--- src/rtl/f_ifu_pkg.sv ---
// ---------------------------------------------------------------------------
// f_ifu_pkg -- shared pipeline constants and types for the fetch stage.
//
// Contents:
//   PC_RESET   : fetch address after reset
//   IM_BASE    : lowest valid instruction address
//   IM_END     : highest valid (word-aligned) instruction address
//   EXC_NONE   : exception code meaning "no exception"
//   EXC_ADEL   : address-error-on-load code used for bad fetch addresses
//   fd_payload_t : contents of the F/D pipeline register
//   fetch_addr_bad() : true when a fetch address is misaligned or out of range
// ---------------------------------------------------------------------------
package f_ifu_pkg;

    localparam logic [31:0] PC_RESET = 32'h0000_3000;
    localparam logic [31:0] IM_BASE  = 32'h0000_3000;
    localparam logic [31:0] IM_END   = 32'h0000_6FFC;
    localparam logic [4:0]  EXC_NONE = 5'd0;
    localparam logic [4:0]  EXC_ADEL = 5'd4;

    typedef struct packed {
        logic [31:0] pc;
        logic [31:0] instr;
        logic [4:0]  exc_code;
    } fd_payload_t;

    // Word alignment plus inclusive range check against the instruction memory window.
    function automatic logic fetch_addr_bad(input logic [31:0] pc);
        return (pc[1:0] != 2'b00) || (pc < IM_BASE) || (pc > IM_END);
    endfunction

endpackage

--- src/rtl/fd_reg.sv ---
// ---------------------------------------------------------------------------
// fd_reg -- F/D pipeline register.
//
// Ports:
//   clk     : clock, rising edge
//   reset   : synchronous active-high reset (highest priority)
//   stall   : hold the register contents
//   clear   : load a bubble (instr = 0, no exception) but keep the PC;
//             wins over stall
//   fd_in   : payload from the fetch stage
//   fd_out  : registered payload presented to decode
// ---------------------------------------------------------------------------
module fd_reg
    import f_ifu_pkg::*;
(
    input  logic        clk,
    input  logic        reset,
    input  logic        stall,
    input  logic        clear,
    input  fd_payload_t fd_in,
    output fd_payload_t fd_out
);

    fd_payload_t fd_reg_q;

    always_ff @(posedge clk) begin
        if (reset) begin
            fd_reg_q.pc       <= PC_RESET;
            fd_reg_q.instr    <= 32'h0;
            fd_reg_q.exc_code <= EXC_NONE;
        end else if (clear) begin
            // The bubble keeps the fetch PC so later stages can still
            // attribute the slot to an address.
            fd_reg_q.pc       <= fd_in.pc;
            fd_reg_q.instr    <= 32'h0;
            fd_reg_q.exc_code <= EXC_NONE;
        end else if (!stall) begin
            fd_reg_q <= fd_in;
        end
    end

    assign fd_out = fd_reg_q;

endmodule

--- src/rtl/f_ifu.sv ---
// ---------------------------------------------------------------------------
// f_ifu -- instruction fetch unit: PC register, fetch exception check and
// the F/D pipeline register.
//
// Ports:
//   clk        : clock, rising edge
//   reset      : synchronous active-high reset
//   Stall      : hold PC and F/D register
//   Clear      : load a bubble into the F/D register (F_PC still obeys Stall)
//   Npc        : next PC, computed in decode (including the +4 case)
//   IM_Addr    : instruction memory address (= F_PC)
//   IM_RData   : combinational instruction memory read data
//   F_PC       : current fetch PC
//   D_PC       : PC of the instruction in the F/D register
//   D_Instr    : instruction in the F/D register
//   D_ExcCode  : fetch exception code carried to decode (0 = none)
//
// Build option:
//   F_IFU_ADEL_EN : when defined, misaligned or out-of-window fetch addresses
//                   raise AdEL (code 4) and the fetched word becomes a nop.
//                   When undefined, D_ExcCode is always 0 and IM_RData is
//                   passed through untouched.
// ---------------------------------------------------------------------------
module f_ifu
    import f_ifu_pkg::*;
(
    input  logic        clk,
    input  logic        reset,
    input  logic        Stall,
    input  logic        Clear,
    input  logic [31:0] Npc,
    output logic [31:0] IM_Addr,
    input  logic [31:0] IM_RData,
    output logic [31:0] F_PC,
    output logic [31:0] D_PC,
    output logic [31:0] D_Instr,
    output logic [4:0]  D_ExcCode
);

    logic [31:0] pc_reg;
    logic [31:0] f_instr;
    logic [4:0]  f_exc_code;
    fd_payload_t fd_next;
    fd_payload_t fd_cur;

    // The PC never increments on its own: decode supplies every next address.
    always_ff @(posedge clk) begin
        if (reset) begin
            pc_reg <= PC_RESET;
        end else if (!Stall) begin
            pc_reg <= Npc;
        end
    end

    assign F_PC    = pc_reg;
    assign IM_Addr = pc_reg;

`ifdef F_IFU_ADEL_EN
    logic f_adel;

    always_comb begin
        f_adel     = fetch_addr_bad(pc_reg);
        f_instr    = f_adel ? 32'h0 : IM_RData;
        f_exc_code = f_adel ? EXC_ADEL : EXC_NONE;
    end
`else
    always_comb begin
        f_instr    = IM_RData;
        f_exc_code = EXC_NONE;
    end
`endif

    always_comb begin
        fd_next.pc       = pc_reg;
        fd_next.instr    = f_instr;
        fd_next.exc_code = f_exc_code;
    end

    fd_reg u_fd_reg (
        .clk    (clk),
        .reset  (reset),
        .stall  (Stall),
        .clear  (Clear),
        .fd_in  (fd_next),
        .fd_out (fd_cur)
    );

    assign D_PC      = fd_cur.pc;
    assign D_Instr   = fd_cur.instr;
    assign D_ExcCode = fd_cur.exc_code;

endmodule

--- config.mk ---
export PLATFORM = sky130hd
export DESIGN_NAME = f_ifu
export DESIGN_NICKNAME = d
export VERILOG_FILES = /design/src/rtl/f_ifu_pkg.sv /design/src/rtl/fd_reg.sv /design/src/rtl/f_ifu.sv
export SDC_FILE = /design/constraint.sdc
export NUM_CORES = 1
export LEC_CHECK = 0
export CORE_ASPECT_RATIO = 1.75
export CORE_MARGIN = 3
export CORE_UTILIZATION = 41
export CTS_CLUSTER_DIAMETER = 120
export CTS_CLUSTER_SIZE = 12
export DETAILED_ROUTE_END_ITERATION = 8
export PLACE_DENSITY = 0.81
export SETUP_SLACK_MARGIN = 0.15
export SYNTH_ARGS = -nofsm -noshare
export SYNTH_HDL_FRONTEND = slang
export SYNTH_SLANG_ARGS = --single-unit
export TNS_END_PERCENT = 30
--- constraint.sdc ---
create_clock -name clk -period 1.27 [get_ports clk]
set_input_delay 0.381 -clock clk [delete_from_list [all_inputs] [get_ports clk]]
set_output_delay 0.381 -clock clk [all_outputs]
set_load 0.02 [all_outputs]
### After elaboration in Yosys (flattened, before gate mapping)

Index checks and enable logic that the tools add are counted.

* add/subtract/negate cells: 0
* multiply operators: 0
* divide/modulo/power cells: 0
* order comparisons: 0
* eq/ne operators: 1
* shift-type cells: 0
* multiplexer cells: 2
* bitwise gates (word level): 0
* reductions and logical operators: 1

Operators by type and width (number)
* 2-to-1 mux 69 bit: 2
* != test 2 x 1 -> 1 bit, second input constant: 1
* OR reduction 2 bit: 1

* flip-flop bits (word level): 96
* latch bits: 0
* RAM bits: 0
* ROM bits: 0
* input bits: 68
* output and inout port bits: 133
* memories kept: 0

### Depth between registers and ports, before layout

* word-level depth: 2
* depth in mapped cells: 5

### Cells and area by module

Synthesis repeated with hierarchy kept, for this count alone.

* cells, all modules: 401
* area, all modules: 4187.8 sq um

Modules (own cells, without submodules)
* fd_reg: times used 1, cells an instance 265, area each 2776.4 sq um
* f_ifu: times used 1, cells an instance 136, area each 1411.4 sq um

### Least setup slack after synthesis

No wires, ideal clock.

* path kind: input to register
* from: input Stall
* to: register pc_reg[12], in the netlist F_PC[12]
* setup time: 0.120 ns
* data arrival time: 1.013 ns
* setup slack: 0.137 ns
* cell stages on the path: 4
* cells stage by stage: buf_6 > buf_12 > buf_12 > a211o_1

RTL lines
* start, declared: RTL line f_ifu.sv:29 `input logic Stall,`
* end signal, assigned: RTL line f_ifu.sv:51 `pc_reg <= Npc;`
* end, declared: RTL line f_ifu.sv:40 `logic [31:0] pc_reg;`

No word-level cell between the ends.

### Worst setup path after layout

* from: register pc_reg[28], in the netlist F_PC[28]
* to: output F_PC[28]

RTL lines
* end, declared: RTL line f_ifu.sv:34 `output logic [31:0] F_PC,`

No word-level cell between the ends.

==> results.yml <==
pwr:
  p_per_area_nw_per_um2: 1152
  power.leakage_nw: 2.992
  vdd_drop_max_v: 0.0007497
  p_total_mw: 7.610
detailed_routing:
  wl_met1_um: 3889
  wl_um: 11230
  wl_met2_um: 6027
  highest_layer: "met4"
  first_pass_iters: 4
  drc_errors: 0
  ant_nets: 0
  vias: 3467
  wire_per_inst_um: 15.62
  drtIter0Drc: 125
  wl_met3_um: 922
  viasPerCell: 4.822
critical_path:
  slowest_stage: "dfxtp_2"
  cp.required_ps: 890
  worstSetupPathType: "reg -> out"
  cp_max_fo: 3
  cp-end-kind: "output pin"
  arrival_ps: 830
  cp-start-kind: "flop"
  slowest_delay_ps: 370
  path_cells: "buf_6"
  crit_family: "flip-flops"
  path_buf_inv: 1
worst_hold_path:
  hold_path.class: "in -> reg"
synth:
  synth_commonest_cells: "96 x dfxtp_1, 66 x nor2_1, 64 x mux2i_1"
  yosysMostFrequentCell: "dfxtp_1"
  async_reset_ff_frac: 0
  ys.warnings.count: 0
  yosysTopAreaCell: "dfxtp_1"
  synthFlopType: "dfxtp_1"
  ys_seq_area_frac: 0.4690
  synth-seq-cells: 96
  syn-cell-area_sq_um: 4098
  synth_area_per_cell_sq_um: 10.48
  syn_inst: 391
  synth_top_area_share: 0.4690
  synth-edff-count: 0
  synth.area.top_cells: "dfxtp_1 47%, mux2i_1 16%, nand4bb_1 8.2%, buf_4 7.1%, nor2_1 6.0%"
  synth_cell_type_count: 16
sta:
  slew_viol_final: 0
  min_period_ps: 1211
  clock_skew_ps: 3.576
  rsz0062_at_grt: "yes"
  max_freq_ghz: 0.8259
  finalSetupViolCount: 0
  finalCritPeriodShare: 0.9534
  fin_hold_ws_ps: 412.4
  finalHoldViolCount: 0
cells_and_area:
  drive_gt1_frac: 0.4841
  post-route-util: 0.6889
  area_growth_syn_to_layout_pct: 61.16
  nets: 660
  diodes: 0
  fillers: 729
clocking:
  cts_inserted_buffers: 9
  htree_levels: 3
  cts_tree: "built"
  clk_pin_slew_ps: 70
  clockBufferDepth: 2
  clkSinkCount: 96
  holdBufCountCts: 0
  clockRootBuffer: "clkbuf_16"
  clkLatencyLatePin_ps: 330
global_routing:
  grt_use_total: 0.2026
  grt_overflow_total: 0
  antenna_found_initial: 0
  grt_max_degree: 61
  grt_pass1_wl_um: 17790
  first_global_vias: 3548
placed_design:
  gp_routability_congestion: 0.7162
  port_buffers: 195
  dpl.hpwl_um: 7950
die:
  core_area_sq_um: 9585
  dieWidth_um: 81.57
  die_h_um: 138.3
  initial_core_util: 0.4275
  std_cell_rows: 47
  ios: 201
  die_area_sq_um: 11280
status:
  status: "completed"
run:
  cap_violations: 0
==> stage by stage <==
step                area (sq um)  worst slack (ps)  std cells  TNS, ps
global placement            6053            -235.2        688   -19630
finish                      6604             59.13        719        0
detailed placement          6053            -276.9        688   -22490
CTS                         6335             43.72        714        0
floorplan                   4113             137.4        395        0
global route                6604             32.29        719        0
==> repair_timing <==
item | 4_1_cts | 5_1_grt
resized for setup | 725 | 89
endpoints found under the hold margin | 0 | 0
buffers inserted | 10 | 5
endpoints found under the setup margin | 192 | 192
==> cell usage in the layout (no fill, tap or decap), types with 5 or more instances in the layout <==
master	netlist	layout
dfxtp_1	96	13
clkbuf_16	0	9
buf_12	7	6
buf_4	39	96
o21ai_1	30	30
nor2_1	66	66
clkdlybuf4s50_1	0	64
nand4bb_1	30	30
dfxtp_2	0	75
conb_1	1	5
mux2i_1	64	64
buf_6	5	84
nand2b_1	30	30
dfxtp_4	0	8
==> cell type report <==
cell class                      count  area (sq um)  area share
Timing Repair Buffer              254          2455      0.3717
Sequential cell                    96          2046      0.3098
Tap cell                          122         152.6     0.02311
Clock buffer                       10         239.0     0.03619
Multi-Input combinational cell    231          1629      0.2467
Clock inverter                      6         82.58     0.01250
==> kinds of logic after synthesis <==
| logic type | after synthesis | share of synthesized area |
|---|---|---|
| AOI/OAI and AO/OA | 32 | 0.04092 |
| buffers and inverters | 68 | 0.1371 |
| DFF | 96 | 0.4690 |
| muxes | 64 | 0.1563 |
| other | 1 | 0.0009152 |
| and+or+nand+nor | 130 | 0.1957 |
==> flip-flops by register name, summed over array words and instances, names as in the netlist <==
register,flops
F_PC,32
u_fd_reg.fd_out,64
==> layer usage <==
| layer | vias up | GRT usage |
|---|---|---|
| met3 | 28 | 0.06380 |
| li1 | 1680 | - |
| met2 | 145 | 0.3487 |
| met1 | 1614 | 0.2143 |
| met5 | - | 0 |
| met4 | 0 | 0.1042 |
==> report_power, final <==
| group | total, mW | internal (mW) | switching, mW |
|---|---|---|---|
| logic | 1.45 | 0.800 | 0.646 |
| clock network | 2.89 | 1.77 | 1.12 |
| registers | 3.28 | 3.16 | 0.115 |
| total | 7.61 | 5.73 | 1.88 |
==> final timing paths <==
path | slack (ps) | end | from | depth (start not counted)
max reg2reg | 280 | F_PC[10] | F_PC[10] | 4
max | 60 | F_PC[28] | F_PC[28] | 1
min | 410 | u_fd_reg.fd_out[54] | Stall | 3
min reg2reg | 500 | u_fd_reg.fd_out[46] | u_fd_reg.fd_out[46] | 2
No activity file was read; power rests on OpenSTA's default activity.
